[src/rtl/store_align_unit.sv]
// Store-side data-memory interface: encodes lane-aligned write data and byte
// enables from funct3/addr, then runs the write handshake until mem_resp.
//
// state | meaning
// IDLE  | waiting for store_req; legal stores captured, illegal ones rejected
// WRITE | mem_write held with captured address/data/enables until mem_resp
// DONE  | one-cycle retire: done (and misaligned if rejected), back to IDLE
module store_align_unit (
   input  logic        clk,
   input  logic        rst,
   input  logic        store_req,
   input  logic [2:0]  funct3,
   input  logic [31:0] addr,
   input  logic [31:0] rs2_data,
   input  logic        mem_resp,
   output logic        mem_write,
   output logic [31:0] mem_address,
   output logic [31:0] mem_wdata,
   output logic [3:0]  mem_byte_enable,
   output logic        stall,
   output logic        done,
   output logic        misaligned
);

   typedef enum logic [1:0] {
      IDLE  = 2'd0,
      WRITE = 2'd1,
      DONE  = 2'd2
   } state_t;

   state_t state;

   logic        legal;
   logic [3:0]  lane_be;
   logic [31:0] lane_wdata;

   always_comb begin
      legal      = 1'b0;
      lane_be    = 4'b0000;
      lane_wdata = 32'h0;
      case (funct3)
         3'b000: begin
            legal      = 1'b1;
            lane_be    = 4'b0001 << addr[1:0];
            lane_wdata = {4{rs2_data[7:0]}};
         end
         3'b001: begin
            legal      = ~addr[0];
            lane_be    = 4'b0011 << addr[1:0];
            lane_wdata = {2{rs2_data[15:0]}};
         end
         3'b010: begin
            legal      = (addr[1:0] == 2'b00);
            lane_be    = 4'b1111;
            lane_wdata = rs2_data;
         end
         default: begin
            legal      = 1'b0;
            lane_be    = 4'b0000;
            lane_wdata = 32'h0;
         end
      endcase
   end

   // Released during DONE so the pipeline advances exactly once per store.
   assign stall = store_req & (state != DONE);

   always_ff @(posedge clk) begin
      if (rst) begin
         state           <= IDLE;
         mem_write       <= 1'b0;
         mem_address     <= 32'h0;
         mem_wdata       <= 32'h0;
         mem_byte_enable <= 4'b0000;
         done            <= 1'b0;
         misaligned      <= 1'b0;
      end else begin
         done       <= 1'b0;
         misaligned <= 1'b0;
         case (state)
            IDLE: begin
               if (store_req) begin
                  if (legal) begin
                     state           <= WRITE;
                     mem_write       <= 1'b1;
                     mem_address     <= {addr[31:2], 2'b00};
                     mem_wdata       <= lane_wdata;
                     mem_byte_enable <= lane_be;
                  end else begin
                     state      <= DONE;
                     done       <= 1'b1;
                     misaligned <= 1'b1;
                  end
               end
            end
            WRITE: begin
               if (mem_resp) begin
                  state     <= DONE;
                  mem_write <= 1'b0;
                  done      <= 1'b1;
               end
            end
            DONE: begin
               state           <= IDLE;
               mem_address     <= 32'h0;
               mem_wdata       <= 32'h0;
               mem_byte_enable <= 4'b0000;
            end
            default: begin
               state     <= IDLE;
               mem_write <= 1'b0;
            end
         endcase
      end
   end

endmodule

[config.mk]
export PLATFORM = sky130hd
export DESIGN_NAME = store_align_unit
export DESIGN_NICKNAME = d
export VERILOG_FILES = /design/src/rtl/store_align_unit.sv
export SDC_FILE = /design/constraint.sdc
export NUM_CORES = 1
export LEC_CHECK = 0
export CORE_ASPECT_RATIO = 0.75
export CORE_MARGIN = 4
export CORE_UTILIZATION = 35
export DETAILED_ROUTE_END_ITERATION = 7
export PLACE_DENSITY = 0.78
export RECOVER_POWER = 25
export SLEW_MARGIN = 5
export SYNTH_ARGS = -nofsm -noshare
export SYNTH_HDL_FRONTEND = slang
export SYNTH_SLANG_ARGS = --single-unit
export TNS_END_PERCENT = 20
[constraint.sdc]
create_clock -name clk -period 1.7 [get_ports clk]
set_input_delay 0.17 -clock clk [delete_from_list [all_inputs] [get_ports clk]]
set_output_delay 0.17 -clock clk [all_outputs]
set_load 0.1 [all_outputs]
==> flow_metrics.env <==
export IMPL_grt_pass1_wl_um=14550
export IMPL_hold_depth=3
export IMPL_status="completed"
export IMPL_n_fill_cell=768
export IMPL_ant_nets=0
export IMPL_die_area_um2=9553
export IMPL_fin_cells=601
export IMPL_ys_seq_area_share_pct=50.51
export IMPL_syn_area_per_cell_um2=8.180
export IMPL_n_antenna_cell=0
export IMPL_antenna_found_initial=0
export IMPL_num_rows=28
export IMPL_synthToLayoutAreaGrowth_pct=55.36
export IMPL_dpl_worst_slack_ns=-0.2840
export IMPL_drt_iter0_markers=184
export IMPL_crit_required_ns=1.95
export IMPL_gr_usage_all_layers_pct=18.76
export IMPL_fmax_ghz=0.6221
export IMPL_skew_ns=0.008273
export IMPL_finalNetCount=562
export IMPL_critPathArrivalTime_ns=1.86
export IMPL_place_gp_congestion=0.8530
export IMPL_numCtsBuffers=9
export IMPL_rrSetupSlack_ns=0.10
export IMPL_drv_cap=0
export IMPL_cts_max_level=3
export IMPL_die_w_um=111.5
export IMPL_critPathLaunch="funct3[0]"
export IMPL_cp_end_kind="flop"
export IMPL_die_h_um=85.65
export IMPL_critPathKind="input pin to flop"
export IMPL_synth_yosys_warnings=0
export IMPL_synth_area_um2=2814
export IMPL_r2r_start="state[0]"
export IMPL_period_share_pct=94.55
export IMPL_tritoncts="done"
export IMPL_synth_cell_types=34
export IMPL_mostFrequentLayoutCells="nand2_1, dfxtp_1, clkdlybuf4s50_1, buf_4, a21oi_1"
export IMPL_powerDensity_nw_per_um2=909.6
export IMPL_final_core_util_pct=55.71
export IMPL_fin_crit_ns=1.607
export IMPL_cts_setup_buffers=0
export IMPL_dr_pass1_iters=4
export IMPL_clockBufferDepth=2
export IMPL_synth_seq_cells=71
export IMPL_finalMaxSlewViolations=0
export IMPL_cp_max_fo=39
export IMPL_dp_hpwl_um=6904
export IMPL_grt_overflow=0
export IMPL_dp_cells=585
export IMPL_clk_pin_slew_worst_paths_ns=0.07
export IMPL_setup_viol=0
export IMPL_grt_max_degree=41
export IMPL_synthCells=344
export IMPL_drc=0
export IMPL_ir_worst_vdd_mv=0.3534
export IMPL_grt_pass1_vias=2965
export IMPL_tightest_slew_ns=0.5696
export IMPL_startpoint_type="input pin"
export IMPL_hold_path_class="input pin to flop"
export IMPL_final_common_cell="nand2_1"
export IMPL_wl_per_cell_um=15.11
export IMPL_drive_above_1_share_pct=23.39
export IMPL_via_count=3008
export IMPL_worst_slack_ns=0.09257
export IMPL_rsz0062_at_grt="false"
export IMPL_routed_wl_um=9082
export IMPL_multi_input_area_um2=1276
export IMPL_relSlewSlack_pct=61.04
export IMPL_reg2reg_depth=5
export IMPL_io_pins=143
export IMPL_seq_area_um2=1421
export IMPL_p_leak_uw=0.001757
export IMPL_core_um2=7848
export IMPL_numPortBuffers=140
export IMPL_cts_sinks=71
export IMPL_drt_vias_per_instance=5.005
export IMPL_clk_latency_ns=0.33
export IMPL_min_from="addr[19]"
export IMPL_hold_violations=0
export IMPL_root_buffer="clkbuf_8"
export IMPL_initial_core_util_pct=35.86
[area by class of cell]
class | count | share of cell area (%)
tap | 105 | 3.005
clock buffer | 12 | 3.091
clock inverter | 4 | 0.5152
multi-input combinational | 244 | 29.19
sequential | 71 | 32.51
inverter | 2 | 0.1717
timing repair buffer | 163 | 31.51
[flip-flops by register name, indices dropped and copies added, names as in the netlist]
| register | flops |
|---|---|
| mem_address | 30 |
| done | 1 |
| mem_write | 1 |
| misaligned | 1 |
| state | 2 |
| mem_wdata | 32 |
| mem_byte_enable | 4 |
[worst max-delay path, stage by stage]
cell	delay, ns
clkdlybuf4s50_1	0.49
or3_4	0.38
buf_4	0.15
a21oi_4	0.18
buf_12	0.22
nor2_1	0.07
nor3_1	0.18
[metrics by stage]
stage,hold slack (ns),instance area (um^2),power [uW],TNS [ns]
floorplan,0.3060,2818,2517,0
global placement,0.4427,4312,2908,-11.06
detailed placement,0.4467,4312,2919,-13.63
CTS,0.3608,4469,4045,0
global route,0.3670,4372,4155,0
finish,0.3848,4372,3977,0
[cells in the mapped netlist]
cell type / number / area, um^2
nand3_1: 2 / 10.01
a221oi_1: 8 / 70.07
and2_1: 1 / 6.260
buf_2: 12 / 60.06
o2111ai_1: 1 / 8.760
a21oi_1: 43 / 215.2
or3_4: 1 / 11.26
and4bb_2: 1 / 12.51
clkinv_1: 1 / 3.750
or3_1: 1 / 6.260
nand4_1: 1 / 6.260
a21oi_4: 1 / 16.27
o22ai_1: 1 / 6.260
mux2i_1: 9 / 90.09
o221ai_1: 1 / 8.760
dfxtp_1: 71 / 1421
nand2_1: 80 / 300.3
nor3_1: 24 / 120.1
nor2b_1: 2 / 12.51
o21ai_0: 2 / 10.01
a21boi_1: 1 / 7.510
inv_1: 1 / 3.750
conb_1: 1 / 3.750
a211oi_1: 16 / 120.1
clkbuf_1: 13 / 48.80
buf_1: 1 / 3.750
a21o_1: 2 / 15.01
a2111oi_0: 1 / 8.760
a31o_2: 2 / 17.52
buf_4: 2 / 15.01
or3b_4: 1 / 11.26
nand2b_1: 2 / 12.51
nor2_1: 36 / 135.1
nand3b_1: 2 / 15.01
[path summary, 6_finish.rpt]
path / to
worst min register to register: mem_address[3]
worst max register to register: mem_wdata[19]
worst max-delay path: mem_wdata[17]
worst min-delay path: mem_address[19]
[layer usage]
layer  up-vias  track usage (%)  routed length, um
met5         -                0                  0
met4         0            6.409                142
met3        12            5.924                645
met2        99            29.83               4306
met1      1422            24.34               3987
li1       1475                -                  -
[report_power, final]
| group | internal (uW) | switching (uW) |
|---|---|---|
| registers | 1730 | 37.1 |
| logic | 336 | 757 |
| clock network | 524 | 594 |
| total | 2590 | 1390 |
[timing repair]
| action | 4_1_cts | 5_1_grt |
|---|---|---|
| resized for setup | 0 | 3 |
| hold buffers | 0 | 0 |
| setup endpoints to repair | 0 | 6 |
[cell families after synthesis]
group	after synthesis	synth area share, %
AOI/OAI and AO/OA	79	17.92
and+or+nand+nor	154	23.43
buffers and inverters	30	4.802
other	1	0.1333
DFF	71	50.51
muxes	9	3.202
Power figures use the tool's default switching activity.
